[src/rtl/cdc_hs_pkg.sv]
`default_nettype none
// ============================================================================
// Module   : cdc_hs_pkg
// Purpose  : Shared types and helpers for the 4-phase req/ack CDC source end.
// Revision : 1.0
// ============================================================================
package cdc_hs_pkg;

    typedef enum logic [1:0] {
        IDLE    = 2'd0,
        REQ     = 2'd1,
        RELEASE = 2'd2
    } hs_state_t;

    // Counter width able to hold n; never narrower than one bit.
    function automatic int cnt_width(input int n);
        return (n < 1) ? 1 : $clog2(n + 1);
    endfunction

endpackage
`default_nettype wire

[src/rtl/cdc_ack_sync.sv]
`default_nettype none
// ============================================================================
// Module   : cdc_ack_sync
// Purpose  : Multi-flop synchronizer bringing the remote ack into clk domain.
// Revision : 1.0
// ============================================================================
module cdc_ack_sync #(
    parameter int STAGES = 2
) (
    input  logic clk,
    input  logic reset,
    input  logic i_ack_async,
    output logic o_ack_sync
);

    logic [STAGES-1:0] r_sync;

    always_ff @(posedge clk) begin
        if (reset) begin
            r_sync <= '0;
        end else begin
            r_sync <= {r_sync[STAGES-2:0], i_ack_async};
        end
    end

    assign o_ack_sync = r_sync[STAGES-1];

endmodule
`default_nettype wire

[src/rtl/cdc_handshake_tx.sv]
`default_nettype none
// ============================================================================
// Module   : cdc_handshake_tx
// Purpose  : Source end of a 4-phase req/ack bundled-data CDC link with
//            synchronized ack, completion pulse and stall timeout.
// Revision : 1.0
// ============================================================================
module cdc_handshake_tx
    import cdc_hs_pkg::*;
#(
    parameter int               WIDTH          = 32,
    parameter int               SYNC_STAGES    = 2,
    parameter logic [WIDTH-1:0] RESET_VALUE    = '0,
    parameter int               TIMEOUT_CYCLES = 0
) (
    input  logic             clk,
    input  logic             reset,
    input  logic             in_valid,
    input  logic [WIDTH-1:0] in_data,
    output logic             in_ready,
    output logic             req_out,
    output logic [WIDTH-1:0] data_out,
    input  logic             ack_in,
    output logic             busy,
    output logic             done,
    output logic             error,
    input  logic             err_clr
);

    localparam int                 c_cnt_w    = cnt_width(TIMEOUT_CYCLES);
    localparam bit                 c_to_en    = (TIMEOUT_CYCLES != 0);
    localparam logic [c_cnt_w-1:0] c_cnt_last = c_to_en ? c_cnt_w'(TIMEOUT_CYCLES - 1) : '0;

    hs_state_t          r_state;
    hs_state_t          w_state_nxt;
    logic               r_req;
    logic               w_req_nxt;
    logic               r_done;
    logic               w_done_nxt;
    logic               r_error;
    logic               w_error_nxt;
    logic [c_cnt_w-1:0] r_cnt;
    logic [c_cnt_w-1:0] w_cnt_nxt;
    logic [WIDTH-1:0]   r_data;
    logic               w_ack_s;
    logic               w_accept;
    logic               w_timeout;

    cdc_ack_sync #(
        .STAGES (SYNC_STAGES)
    ) u_ack_sync (
        .clk         (clk),
        .reset       (reset),
        .i_ack_async (ack_in),
        .o_ack_sync  (w_ack_s)
    );

    // A stale ack still high in IDLE blocks new words until the partner releases.
    assign in_ready  = (r_state == IDLE) && !w_ack_s && !r_error;
    assign w_accept  = in_valid && in_ready;
    assign w_timeout = c_to_en && (r_state != IDLE) && (r_cnt == c_cnt_last);

    always_comb begin
        w_state_nxt = r_state;
        w_req_nxt   = r_req;
        w_done_nxt  = 1'b0;
        w_error_nxt = r_error;
        w_cnt_nxt   = '0;

        if (err_clr) begin
            w_error_nxt = 1'b0;
        end

        case (r_state)
            IDLE: begin
                if (w_accept) begin
                    w_state_nxt = REQ;
                    w_req_nxt   = 1'b1;
                end
            end
            REQ: begin
                if (w_ack_s) begin
                    w_state_nxt = RELEASE;
                    w_req_nxt   = 1'b0;
                end
            end
            RELEASE: begin
                if (!w_ack_s) begin
                    w_state_nxt = IDLE;
                    w_done_nxt  = 1'b1;
                end
            end
            default: begin
                w_state_nxt = IDLE;
                w_req_nxt   = 1'b0;
            end
        endcase

        // An expiring timeout overrides both normal progress and err_clr.
        if (w_timeout) begin
            w_state_nxt = IDLE;
            w_req_nxt   = 1'b0;
            w_done_nxt  = 1'b0;
            w_error_nxt = 1'b1;
        end

        if ((w_state_nxt == r_state) && (r_state != IDLE)) begin
            w_cnt_nxt = r_cnt + c_cnt_w'(1);
        end
    end

    always_ff @(posedge clk) begin
        if (reset) begin
            r_state <= IDLE;
            r_req   <= 1'b0;
            r_done  <= 1'b0;
            r_error <= 1'b0;
            r_cnt   <= '0;
            r_data  <= RESET_VALUE;
        end else begin
            r_state <= w_state_nxt;
            r_req   <= w_req_nxt;
            r_done  <= w_done_nxt;
            r_error <= w_error_nxt;
            r_cnt   <= w_cnt_nxt;
            if (w_accept) begin
                r_data <= in_data;
            end
        end
    end

    assign req_out  = r_req;
    assign data_out = r_data;
    assign busy     = (r_state != IDLE);
    assign done     = r_done;
    assign error    = r_error;

endmodule
`default_nettype wire

[config.mk]
export PLATFORM = sky130hd
export DESIGN_NAME = cdc_handshake_tx
export DESIGN_NICKNAME = d
export VERILOG_FILES = /design/src/rtl/cdc_hs_pkg.sv /design/src/rtl/cdc_ack_sync.sv /design/src/rtl/cdc_handshake_tx.sv
export SDC_FILE = /design/constraint.sdc
export NUM_CORES = 1
export LEC_CHECK = 0
export BUFFER_PORTS_ARGS = -buffer_cell sky130_fd_sc_hd__clkbuf_2
export CAP_MARGIN = 30
export CORE_UTILIZATION = 30
export DETAILED_ROUTE_END_ITERATION = 12
export PLACE_DENSITY_LB_ADDON = 0.3
export SETUP_SLACK_MARGIN = 0.02
export SLEW_MARGIN = 40
export SYNTH_ARGS = -nofsm -noshare
export SYNTH_HDL_FRONTEND = slang
export SYNTH_SLANG_ARGS = --single-unit
[constraint.sdc]
create_clock -name clk -period 4.1 [get_ports clk]
set_input_delay 0.205 -clock clk [delete_from_list [all_inputs] [get_ports clk]]
set_output_delay 0.205 -clock clk [all_outputs]
set_load 0.05 [all_outputs]
==> results_dict.tcl, run 1 <==
set metrics [dict create \
    fmax_mhz 546 \
    grt_first_pass_wirelength_um 4830 \
    core-area_um2 4350 \
    yosysSeqAreaShare_pct 55.9 \
    grtUsageTotal_pct 12.5 \
    p_per_area_nw_per_um2 449 \
    cts_setup_buffers 0 \
    place_congestion 0.643 \
    antenna_found_initial 0 \
    row_count 24 \
    avgRoutedWirePerCell_um 9.96 \
    clock_sinks 38 \
    final_cell_mix "clkbuf_2, nand2_1, dfxtp_1" \
    layout-drive-gt1-share_pct 34.6 \
    antenna_left 0 \
    drtIter0Drc 33 \
    power_frac_comb_pct 21.1 \
    clockBufferDepth 2 \
    setup-tns-final_ns 0 \
    h-tree-depth 2 \
    cp_max_fo 32 \
    synth_edf_count 0 \
    worst_slew_pin_slew_ns 0.774 \
    diodes 0 \
    ctsHoldBuffers 0 \
    avgSynthCellArea_um2 8.30 \
    netSwitchingPower_mw 0.252 \
    status "completed" \
    layout_commonest_cell "clkbuf_2" \
    synth_cell_types 19 \
    ys_seq_elements 38 \
    worstPathArrival_ns 1.96 \
    maxCapViolations 0 \
    rsz0062_at_grt "no" \
    startpoint_type "flip-flop" \
    clk_pin_slew_ns 0.07 \
    p_int_mw 0.553 \
    fin_nets 268 \
    ir_drop_uv 194 \
    skew_ns 0.00151 \
    syn_area_um2 1360 \
    dieHeight_um 69.4 \
    grt_pass1_vias 1077 \
    port_buffers 71 \
    p_seq_share_pct 50.1 \
    vias_per_cell 4.36 \
    syn_nets 201 \
    required_ns 4.23 \
    synth-async-reset-ratio_pct 0 \
    hold_viol 0 \
    grt.overflow.total 0 \
    io_pins 74 \
    hpwl_um 1910 \
    grt_max_degree 39 \
    p_sw_share_pct 31.3 \
    clockPowerShare_pct 28.8 \
    setup_violations 0 \
    clk-insertion-delay-late_ns 0.27 \
    cts_resized 0 \
    timing.final.crit_share_pct 44.7 \
    cts_buffers 5 \
    ys_warn_count 0 \
    cp-end-kind "flip-flop" \
    synthCells 164 \
    drv_slew 0 \
    drc 0 \
    root_buffer "clkbuf_8" \
    via_count 1235 \
    power.leakage_nw 0.827 \
    crit_type "reg2reg" \
    die_w_um 69.4 \
    fin_crit_ns 1.83 \
    die-area_um2 4810 \
    drtPass1Iterations 4 \
    drt_wl_total_um 2820 \
    start_util_pct 31.3 \
    tritoncts "done" \
    min_path_type "in2reg" \
    ys.flop_type "dfxtp_1" \
    hold_ws_ns 0.132 \
    slew-limit-headroom_pct 48.4 \
    area_delta_synth_final_pct 31.8 \
]
power by group through the flow:
| stage | clock network (mW) | logic [mW] | registers, mW |
|---|---|---|---|
| final | 0.232 | 0.170 | 0.404 |
| after global routing | 0.258 | 0.184 | 0.406 |
| after CTS | 0.246 | 0.173 | 0.404 |
| after detailed placement | 0 | 0.173 | 0.412 |
| after global placement | 0 | 0.171 | 0.412 |
| after floorplan | 0 | 0.0623 | 0.480 |
worst max-delay path, cell delays in order, from the launching register on:
cell and delay [ns]:
dfxtp_1 0.38, or4b_2 1.05, nand2_1 0.18, a21oi_1 0.07
stage by stage:
stage,worst slack (ns),cells,cell area (µm²),utilization (%),power [mW]
final,2.27,283,1790,41.2,0.805
after global routing,2.13,283,1790,41.2,0.848
after CTS,2.24,283,1790,41.2,0.822
after detailed placement,2.25,276,1720,39.5,0.585
after global placement,2.19,275,1710,39.3,0.582
after floorplan,2.35,164,1360,-,0.542
synth_stat cells, types with 3 or more instances:
| cell type | instances | share of area (%) |
|---|---|---|
| nor2_1 | 3 | 0.83 |
| a21oi_1 | 33 | 12 |
| dfxtp_1 | 38 | 56 |
| buf_6 | 4 | 3.3 |
| clkbuf_1 | 4 | 1.1 |
| buf_2 | 4 | 1.5 |
| nor2b_1 | 3 | 1.4 |
| nand2_1 | 64 | 18 |
flip-flops by register name (all words and copies together), names as in the netlist:
name,flops
data_out,32
r_state,2
u_ack_sync.r_sync,2
done,1
req_out,1
cells by family (layout without fill, tap and decap cells):
kind of cell / after synthesis / after routing / share of synthesized area (%)
other: 1 / 1 / 0.275
DFF: 38 / 38 / 55.9
and+or+nand+nor: 77 / 77 / 24.3
buffers and inverters: 13 / 80 / 6.43
xor gates and xnor gates: 1 / 1 / 0.643
AOI/OAI and AO/OA: 34 / 34 / 12.5
layer usage:
layer / track usage, % / share of wire, %
met1: 15.4 / 47
met2: 19.6 / 45
met3: 4.80 / 7.0
met4: 4.76 / 1.4
met5: 0 / 0
final timing paths:
kind	from	to	slack, ns	cells past startpoint
worst max-delay path	r_state[1]	data_out[30]	2.27	3
worst min-delay path	ack_in	u_ack_sync.r_sync[0]	0.13	2
worst max register to register	r_state[1]	data_out[30]	2.27	3
worst min register to register	u_ack_sync.r_sync[0]	u_ack_sync.r_sync[1]	0.44	1
cell type report:
type                            instances  area, µm²
Multi-Input combinational cell        113        522
Fill cell                             457       2560
Timing Repair Buffer                   73        370
Clock buffer                            7       76.3
Tap cell                               52       65.1
Sequential cell                        38        761
Power figures use the tool's default switching activity.
==> run 2, diff against run 1 <==
==> constraint.sdc (replaced) <==
create_clock -name clk -period 1.7 [get_ports clk]
set_input_delay 0.085 -clock clk [delete_from_list [all_inputs] [get_ports clk]]
set_output_delay 0.085 -clock clk [all_outputs]
set_load 0.05 [all_outputs]
==> results_dict.tcl, run 2 (same netlist as run 1, synthesis figures left out) <==
set metrics [dict create \
    drc 0 \
    required_ns 1.62 \
    timing.final.crit_share_pct 83.8 \
    drt_wl_total_um 2830 \
    cts_setup_buffers 0 \
    hpwl_um 2080 \
    diodes 0 \
    port_buffers 71 \
    rr_worst_depth 4 \
    slew-limit-headroom_pct 65.1 \
    worst_slew_pin_slew_ns 0.524 \
    grt_pass1_vias 1095 \
    crit_type "reg2out" \
    whs_endpoint "u_ack_sync.r_sync[0]" \
    power.leakage_nw 0.852 \
    cp-end-kind "output pin" \
    postLayoutSetupSlackWorst_ns 0.276 \
    area_delta_synth_final_pct 34.6 \
    layout_commonest_cell "clkbuf_2" \
    start_util_pct 31.3 \
    min_path_type "in2reg" \
    io_pins 74 \
    antenna_left 0 \
    wl_met3_um 246 \
    fin_crit_ns 1.42 \
    fmax_mhz 702 \
    via_count 1272 \
    final_cell_mix "clkbuf_2, nand2_1, dfxtp_1" \
    crit_path_top_delay_cell "dfxtp_1" \
    crit_family "buffers and inverters" \
    layout-drive-gt1-share_pct 35.6 \
    core-area_um2 4350 \
    startpoint_type "flip-flop" \
    status "completed" \
    h-tree-depth 2 \
    min_from "ack_in" \
    tritoncts "done" \
    placed_cell_area_um2 1760 \
    wl_met2_um 1240 \
    die-area_um2 4810 \
    antenna_found_initial 0 \
    ctsHoldBuffers 0 \
    clockBufferDepth 2 \
    cp_num_buf_inv 2 \
    root_buffer "clkbuf_8" \
    worstPathArrival_ns 1.34 \
    drv_slew 0 \
    vias_per_cell 4.42 \
    rsz0062_at_grt "no" \
    slowest_delay_ns 0.31 \
    clock_sinks 38 \
    maxCapViolations 0 \
    p_per_area_nw_per_um2 1060 \
    ir_drop_uv 552 \
    skew_ns 0.00431 \
    post-route-cell-area_um2 1830 \
    setup_violations 0 \
    dieHeight_um 69.4 \
    row_count 24 \
    crit_path_cell_trace "buf_4 -> or2_1 -> nor2_1 -> clkbuf_2" \
    rr_startpoint "u_ack_sync.r_sync[1]" \
    largest_reg_flops 32 \
    cts_buffers 5 \
    top_layer_used "met4" \
    rr_endpoint "data_out[6]" \
    drtIter0Drc 43 \
    setup-tns-final_ns 0 \
    grt_first_pass_wirelength_um 4830 \
    grt.overflow.total 0 \
    grtUsageTotal_pct 12.7 \
    reg2reg_slack_ns 0.30 \
    wl_met1_um 1300 \
    grt_max_degree 27 \
    place_congestion 0.656 \
    cts_resized 0 \
    dp_slack_ns 0.300 \
    whs_path_depth 2 \
    drtPass1Iterations 4 \
    die_w_um 69.4 \
    fin_nets 273 \
    avgRoutedWirePerCell_um 9.83 \
    cp_max_fo 6 \
    hold_viol 0 \
    clk-insertion-delay-late_ns 0.28 \
    clk_pin_slew_ns 0.07 \
]
==> run 2: layout make-up <==
| class | instances | area, µm² |
|---|---|---|
| Tap cell | 52 | 65.1 |
| Multi-Input combinational cell | 113 | 522 |
| Fill cell | 480 | 2520 |
| Clock buffer | 7 | 76.3 |
| Sequential cell | 38 | 761 |
| Timing Repair Buffer | 78 | 408 |
==> run 2: layer usage <==
metal	global-route usage (%)	vias up
li1	-	665
met1	14.3	556
met2	20.2	45
met3	6.25	6
met4	5.44	0
met5	0	-
==> run 2: worst max-delay path by stage <==
stage,slack [ns],endpoint,start,cells past startpoint
global placement,0.31,data_out[5],u_ack_sync.r_sync[1],4
global route,0.19,in_ready,r_state[1],4
floorplan,0.07,in_ready,r_state[0],3
detailed placement,0.30,data_out[17],u_ack_sync.r_sync[1],4
CTS,0.26,in_ready,r_state[1],4
finish,0.28,in_ready,r_state[1],4
==> run 2: metrics by stage <==
| stage | utilization, % | cells | hold WS (ns) | power, mW |
|---|---|---|---|---|
| after floorplan | - | 164 | 0.213 | 1.31 |
| after global placement | 40.3 | 281 | 0.295 | 1.42 |
| after detailed placement | 40.3 | 281 | 0.303 | 1.42 |
| after CTS | 42.1 | 288 | 0.00368 | 1.99 |
| after global routing | 42.1 | 288 | 0.0107 | 2.06 |
| final | 42.1 | 288 | 0.0133 | 1.94 |
==> run 2: worst register-to-register path, delay by kind of cell, from the launching register on <==
kind                   cells  cell delay [ns]
and+or+nand+nor            2             0.61
DFF                        1             0.39
buffers and inverters      1             0.21
AOI/OAI and AO/OA          1             0.06
==> run 2: power by group <==
part | internal, mW | switching (mW) | leakage [nW]
registers | 0.944 | 0.0257 | 0.312
logic | 0.118 | 0.306 | 0.502
clock network | 0.282 | 0.269 | 0.0383
